**src/rtl/seg7_pkg.sv**
```systemverilog
// seg7_pkg: scan FSM states and active-high 7-segment patterns {g,f,e,d,c,b,a}
package seg7_pkg;
  typedef enum logic {S_LOW, S_HIGH} state_t;
  localparam logic [6:0] SEG_0    = 7'h3F;
  localparam logic [6:0] SEG_1    = 7'h06;
  localparam logic [6:0] SEG_2    = 7'h5B;
  localparam logic [6:0] SEG_3    = 7'h4F;
  localparam logic [6:0] SEG_4    = 7'h66;
  localparam logic [6:0] SEG_5    = 7'h6D;
  localparam logic [6:0] SEG_6    = 7'h7D;
  localparam logic [6:0] SEG_7    = 7'h07;
  localparam logic [6:0] SEG_8    = 7'h7F;
  localparam logic [6:0] SEG_9    = 7'h6F;
  localparam logic [6:0] SEG_DASH = 7'h40;
  localparam logic [6:0] SEG_OFF  = 7'h00;
endpackage

```
**src/rtl/bcd_to_seg7.sv**
```systemverilog
// bcd_to_seg7: combinational BCD to active-high 7-segment decode, dash for non-BCD
module bcd_to_seg7
  import seg7_pkg::*;
(
  input  logic [3:0] bcd,
  output logic [6:0] seg
);
  always_comb begin
    seg = SEG_DASH;
    case (bcd)
      4'd0: seg = SEG_0;
      4'd1: seg = SEG_1;
      4'd2: seg = SEG_2;
      4'd3: seg = SEG_3;
      4'd4: seg = SEG_4;
      4'd5: seg = SEG_5;
      4'd6: seg = SEG_6;
      4'd7: seg = SEG_7;
      4'd8: seg = SEG_8;
      4'd9: seg = SEG_9;
      default: seg = SEG_DASH;
    endcase
  end
endmodule

```
**src/rtl/bcd_seg7_scan_2digit.sv**
```systemverilog
// bcd_seg7_scan_2digit: frame-coherent 2-digit 7-segment scanner with anti-ghost blank.
// Optional LZ_BLANK_EN blanks the high digit slot when the tens snapshot is 0.
module bcd_seg7_scan_2digit
  import seg7_pkg::*;
#(
  parameter int REFRESH_DIV = 1000,
  parameter bit SEG_ACT_LOW = 1'b1
) (
  input  logic       clock,
  input  logic       reset,
  input  logic [3:0] high,
  input  logic [3:0] low,
  output logic [6:0] seg,
  output logic [1:0] an,
  output logic       err
);
  localparam int CW = (REFRESH_DIV > 2) ? $clog2(REFRESH_DIV) : 1;
  logic [CW-1:0] div_cnt;
  state_t state;
  logic [3:0] high_q, low_q;
  logic slot_end, blank;
  logic [3:0] digit;
  logic [6:0] dec, seg_n;
  logic [1:0] an_n;
  assign slot_end = div_cnt == CW'(REFRESH_DIV - 1);
  assign digit = (state == S_HIGH) ? high_q : low_q;
  bcd_to_seg7 u_dec (.bcd(digit), .seg(dec));
`ifdef LZ_BLANK_EN
  assign blank = (div_cnt == '0) || (state == S_HIGH && high_q == 4'd0);
`else
  assign blank = div_cnt == '0;
`endif
  assign seg_n = blank ? SEG_OFF : dec;
  assign an_n = blank ? 2'b00 : ((state == S_HIGH) ? 2'b10 : 2'b01);
  // Snapshot and err update only at the frame boundary (end of the high slot)
  always_ff @(posedge clock) begin
    if (!reset) begin
      div_cnt <= '0;
      state <= S_LOW;
      high_q <= 4'd0;
      low_q <= 4'd0;
      err <= 1'b0;
      seg <= {7{SEG_ACT_LOW}};
      an <= {2{SEG_ACT_LOW}};
    end else begin
      div_cnt <= slot_end ? '0 : div_cnt + 1'b1;
      if (slot_end) state <= (state == S_LOW) ? S_HIGH : S_LOW;
      if (slot_end && state == S_HIGH) begin
        high_q <= high;
        low_q <= low;
        err <= (high > 4'd9) || (low > 4'd9);
      end
      seg <= seg_n ^ {7{SEG_ACT_LOW}};
      an <= an_n ^ {2{SEG_ACT_LOW}};
    end
  end
endmodule

```
**config.mk**
```make
export PLATFORM = sky130hd
export DESIGN_NAME = bcd_seg7_scan_2digit
export DESIGN_NICKNAME = d
export VERILOG_FILES = /design/src/rtl/seg7_pkg.sv /design/src/rtl/bcd_to_seg7.sv /design/src/rtl/bcd_seg7_scan_2digit.sv
export SDC_FILE = /design/constraint.sdc
export NUM_CORES = 1
export LEC_CHECK = 0
export ABC_AREA = 1
export CORE_MARGIN = 10
export CORE_UTILIZATION = 45
export DETAILED_ROUTE_END_ITERATION = 8
export PLACE_DENSITY_LB_ADDON = 0.2
export SLEW_MARGIN = 25
export SYNTH_ARGS = -nofsm -noshare
export SYNTH_HDL_FRONTEND = slang
export SYNTH_SLANG_ARGS = --single-unit
```
**constraint.sdc**
```tcl
create_clock -name clock -period 1.7 [get_ports clock]
set_clock_uncertainty 0.2 [all_clocks]
set_input_delay 0.34 -clock clock [delete_from_list [all_inputs] [get_ports clock]]
set_output_delay 0.34 -clock clock [all_outputs]
set_load 0.05 [all_outputs]
```
==> impl_results.md, run 1 <==
- Crit-path max FO: 5
- Final setup fails: 0
- DRT Pass-1 Iters: 4
- Clk_lat worst skew: 0.34 ns
- Placed cell areas: 0.001758 mm²
- Fmax: 657.6 MHz
- RR Endpoint: seg[5]
- Switch Pwr: 342.0 µW
- DP HPWL: 2062 µm
- Synthesized area: 0.001410 mm²
- Crit path DAT: 1.52 ns
- Crit end category: flop
- Fin area: 0.001844 mm²
- Worst reg2reg setup slack: 0.18 ns
- Synth unique cells: 26
- Power, Total: 1.337 mW
- Outcome: completed
- Layout cell share with drive strength beyond 1: 17.05%
- Max VDD drop: 0.0005102 V
- Sequential area share after synthesis: 41.17%
- Total gr overflow: 0
- Total Die Area: 0.005773 mm²
- Fin. max-slew vios: 0
- CTS sink cnt: 29
- WHS Endpoint: div_cnt[4]
- NumNets Final: 234
- Row Count: 20
- Routed len/inst: 10.33 µm
- Logic gate share of total power: 14.8%
- CTS tree: yes
- Final Hold Vio Count: 0
- Gpl congestion: 0.8269
- R2r startpoint: state
- Syn Area/Cell: 7.422 µm²
- H-Tree Depth: 2
- Min Clock Period, post-route: 1.521 ns
- Initial Util: 46.57%
- Classification of the worst setup path: reg2reg
- Area of the core: 0.003028 mm²
- Share of power burned in registers: 53.9%
- Root Buffer: clkbuf_4
- CTS max path bufs: 2
- Syn_nets: 207
- Vias per cell: 4.544
- Port Buf Inserts: 19
- Worst hold path cell count: 2
- Top-level I/O count: 20
- Via count: 1186
- Clock slew at reported path FFs: 0.09 ns
- Static Leak: 0.8643 nW
- Ant. Diodes: 0
- Gate Count Post-Synth: 190
- First-pass GRT wire length: 5002 µm
- Tcrit/Tclk final: 89.46%
- Post-route ant nets: 0
- Finished Core Util: 60.91%
- Tot GR Track Use: 10.47%
- Power Dens Cells: 725.0 mW/mm²
- Switching Fraction: 25.58%
- Drt total wl: 2697 µm
- Vias in the first global route: 1202
- Seq cells post-synth: 29
- R2R cell count: 7
- Max_slew headroom: 77.55%
- P_int: 995.0 µW
- Initial antenna violation count: 0
- Tightest Pin Transition: 0.3367 ns
- Chip Height: 75.98 µm
- Startpoint Class: flop
- Clock share of power: 31.4%
- DR DRC count: 0
- Starting DRT DRC Count: 55
- Number of fill cells: 272
- HP Class: reg2reg
- Area added between synthesis and finish: 30.79%
- Die W: 75.98 µm
- RSZ-0062 raised after global routing: no
- CP Data Required Time: 1.70 ns
- Warnings, synthesis: 0
- Max Cap Viol: 0
- Hold wc startpoint: div_cnt[4]
- Largest net degree at the start of global routing: 20
- CTS buffer count: 5
==> how the worst max path moves through the flow <==
stage	startpoint	end	slack, ns	depth (start not counted)
after floorplan	state	seg[5]	0.05	7
after global placement	state	seg[5]	-0.07	7
after detailed placement	state	seg[5]	-0.11	7
after CTS	state	seg[5]	0.06	7
after global routing	div_cnt[1]	div_cnt[8]	0.04	6
final	state	seg[5]	0.18	7
==> worst max-delay path, cell delays in order (launching register included) <==
cell and delay [ns]:
dfxtp_2 0.35, o21ai_2 0.25, inv_2 0.10, ha_1 0.21
inv_1 0.05, nand2_1 0.06, nand3_1 0.10, nand3_1 0.07
==> power groups by stage <==
stage	combinational, mW	sequential [mW]	clock [mW]
finish	0.197	0.720	0.419
global route	0.210	0.723	0.471
CTS	0.200	0.721	0.434
detailed placement	0.199	0.737	0
global placement	0.199	0.736	0
floorplan	0.0351	0.787	0
==> state kept, by name, indices dropped and copies added (netlist names) <==
signal and flops:
an 2, div_cnt 10, err 1, high_q 4
low_q 4, seg 7, state 1
==> cell usage in the layout, fill, tap and decap left out, types with 3 or more instances in the layout <==
master	instances
nand2_1	50
clkbuf_4	5
nor2_1	26
xor2_1	4
inv_1	27
nor2_4	3
ha_1	7
dfxtp_1	28
buf_4	4
clkdlybuf4s50_1	9
o21ai_2	4
nand3_1	16
a21oi_1	3
buf_12	10
==> synth_stat cells <==
master / count / area [µm²]
nor2_4: 2 / 22.52
nand4_4: 1 / 21.27
o21ai_0: 3 / 15.01
nand4_1: 2 / 12.51
nor3_4: 1 / 16.27
o21ai_1: 2 / 10.01
nor3_1: 1 / 5.000
inv_2: 1 / 3.750
o21a_1: 1 / 7.510
inv_1: 27 / 101.4
buf_4: 1 / 7.510
nand3_1: 16 / 80.08
buf_2: 1 / 5.000
buf_6: 1 / 11.26
dfxtp_1: 29 / 580.6
o21bai_4: 1 / 18.77
o21ai_2: 3 / 26.28
o211ai_1: 1 / 7.510
xor2_1: 4 / 35.03
nor2_2: 3 / 18.77
clkbuf_1: 1 / 3.750
nor2_1: 26 / 97.59
a21oi_1: 3 / 15.01
nand2_1: 50 / 187.7
ha_1: 7 / 87.58
nand2_2: 2 / 12.51
==> stage by stage <==
| stage | setup WS [ns] | setup TNS, ns | hold WS, ns | cells |
|---|---|---|---|---|
| after floorplan | 0.04631 | 0 | 0.2300 | 190 |
| after global placement | -0.06984 | -0.1651 | 0.2796 | 253 |
| after detailed placement | -0.1130 | -0.2988 | 0.2915 | 253 |
| after CTS | 0.06028 | 0 | 0.3053 | 260 |
| after global routing | 0.03965 | 0 | 0.3335 | 261 |
| final | 0.1792 | 0 | 0.3012 | 261 |
==> kinds of logic (layout without fill, tap and decap cells) <==
family	count (synthesis)	count (layout)	share of synthesized area [%]
AOI/OAI and AO/OA	14	14	7.099
DFF	29	29	41.17
xor gates and xnor gates	4	4	2.484
adders and majority gates	7	7	6.211
and+or+nand+nor	104	105	33.63
buffers and inverters	32	58	9.405
==> per-layer routing <==
metal	track usage (%)	wire [µm]	up-vias
met3	5.425	193	8
li1	-	-	639
met4	5.492	57	0
met1	11.13	1230	507
met5	0	0	-
met2	16.50	1215	32
==> area by class of cell <==
type	count	area (µm²)	area share, %
repair buffers	23	320.3	17.37
multi-input cells	130	726.9	39.42
well taps	44	55.05	2.985
inverters	28	105.1	5.699
flip-flops and latches	29	581.8	31.55
clock buffers	7	55.05	2.985
==> what timing repair did <==
item | 4_1_cts | 5_1_grt
hold buffers | 0 | 0
endpoints found under the setup margin | 4 | 13
buffers inserted | 0 | 0
gates resized for setup | 1 | 4
gates cloned | 0 | 1
endpoints found under the hold margin | 0 | 0
pin swaps | 0 | 1
Power figures use the tool's default switching activity.
==> run 2: changes to the inputs <==
Settings changed: CTS_CLUSTER_SIZE from default to 20, GPL_TIMING_DRIVEN from default to 0, SLEW_MARGIN 25 to 20.
==> impl_results.md, run 2 (synthesis results as in run 1) <==
- Outcome: completed
- Switching Fraction: 29.08%
- Crit path DAT: 1.63 ns
- Gpl congestion: 0.7921
- Startpoint Class: flop
- Post-CTS Hold Fix Bufs: 0
- Largest regs: div_cnt: 10 flops, seg: 7 flops
- Layout cell share with drive strength beyond 1: 20.98%
- Max_slew headroom: 71.50%
- Hold wc startpoint: div_cnt[0]
- Vias in the first global route: 1201
- Chip Height: 75.98 µm
- Number of fill cells: 280
- CTS sink cnt: 29
- Port Buf Inserts: 19
- Crit-path max FO: 5
- Area added between synthesis and finish: 28.13%
- CP Data Required Time: 1.73 ns
- HP Class: reg2reg
- Max Cap Viol: 0
- Row Count: 20
- Final Hold Vio Count: 0
- CTS max path bufs: 2
- Clk_lat worst skew: 0.34 ns
- Tightest Pin Transition: 0.4275 ns
- Ant. Diodes: 0
- Switch Pwr: 374.5 µW
- Initial Util: 46.57%
- Static Leak: 0.8353 nW
- P_int: 913.3 µW
- Initial antenna violation count: 0
- Post-route ant nets: 0
- Drt total wl: 2947 µm
- H-Tree Depth: 2
- Vias per cell: 4.649
- Finished Core Util: 59.67%
- Die W: 75.98 µm
- Classification of the worst setup path: reg2reg
- Setup crit start: state
- NumNets Final: 240
- Fin. max-slew vios: 0
- Max VDD drop: 0.0003940 V
- Crit end category: flop
- Logic gate share of total power: 12.2%
- Clock slew at reported path FFs: 0.10 ns
- Commonest non-fill, non-tap cell in the layout: nand2_1
- Most frequent cells in the layout: 50 x nand2_1, 27 x dfxtp_1, 26 x inv_1, 26 x nor2_1, 16 x nand3_1
- Fmax: 625.3 MHz
- Max FFs per register: 10
- Power Dens Cells: 712.8 mW/mm²
- Largest net degree at the start of global routing: 11
- Power, Total: 1.288 mW
- Routed len/inst: 11.00 µm
- Final setup fails: 0
- Starting DRT DRC Count: 39
- Share of power burned in registers: 55.2%
- Total gr overflow: 0
- Total Die Area: 0.005773 mm²
- Clock share of power: 32.7%
- DR DRC count: 0
- CTS tree: yes
- DP HPWL: 2141 µm
- Root Buffer: clkbuf_4
- Top-level I/O count: 20
- Tot GR Track Use: 10.49%
- Via count: 1246
- CTS buffer count: 5
- Setup slack after layout: 0.1006 ns
- Min Clock Period, post-route: 1.599 ns
- Tcrit/Tclk final: 94.08%
- First-pass GRT wire length: 5071 µm
- Area of the core: 0.003028 mm²
- Pre-CTS setup slack: -0.1671 ns
- DRT Pass-1 Iters: 4
- Most flop-heavy register: div_cnt
- R2r startpoint: state
[run 2: final cells by class]
cell class                 count  area, µm²  share of cell area (%)
buffer                         4      40.04                   2.216
clock buffer                   5      37.54                   2.078
clock inverter                 3      17.52                  0.9695
inverter                      28      105.1                   5.817
multi-input combinational    129      716.9                   39.68
sequential                    29      585.6                   32.41
tap                           44      55.05                   3.047
timing repair buffer          26      249.0                   13.78
[run 2: repair_timing]
item                                    CTS  global route
gates cloned                              0             0
resized for setup                        33             9
pin swaps                                 1             3
endpoints found under the setup margin   19            17
setup buffers                             0             7
[run 2: final timing paths]
check,to,slack (ns),cells after the start
max,seg[6],0.10,9
min,div_cnt[0],0.24,1
max reg2reg,seg[6],0.10,9
min reg2reg,div_cnt[0],0.24,1
[run 2: power by group through the flow]
stage | logic [mW] | registers, mW | clock network [mW]
2_1_floorplan | 0.0351 | 0.787 | 0
3_3_place_gp | 0.161 | 0.726 | 0
3_5_place_dp | 0.162 | 0.728 | 0
4_1_cts | 0.158 | 0.712 | 0.428
5_1_grt | 0.168 | 0.713 | 0.473
6_report | 0.157 | 0.710 | 0.421
[run 2: stage by stage]
stage,std cells,instance area (µm²),hold slack [ns],setup TNS [ns]
after detailed placement,253,1655,0.2686,-0.9249
after floorplan,190,1410,0.2300,0
after CTS,261,1730,0.2919,0
final,268,1807,0.2422,0
after global routing,268,1807,0.2658,-0.03634
after global placement,253,1655,0.2424,-0.5082
[run 2: per-layer routing]
metal / vias up / GRT usage (%) / part of all wire [%]
li1: 650 / - / -
met1: 567 / 11.59 / 46
met2: 24 / 16.75 / 48
met3: 5 / 4.835 / 4.8
met4: 0 / 4.735 / 1.3
met5: - / 0 / 0
[run 2: critical path, cell delays in order, from the launching register on]
cell	delay (ns)
dfxtp_4	0.39
buf_4	0.12
nand2_1	0.06
o21ai_2	0.12
inv_2	0.10
ha_1	0.20
inv_1	0.05
nand2_1	0.07
o211ai_1	0.12
nand2_1	0.07
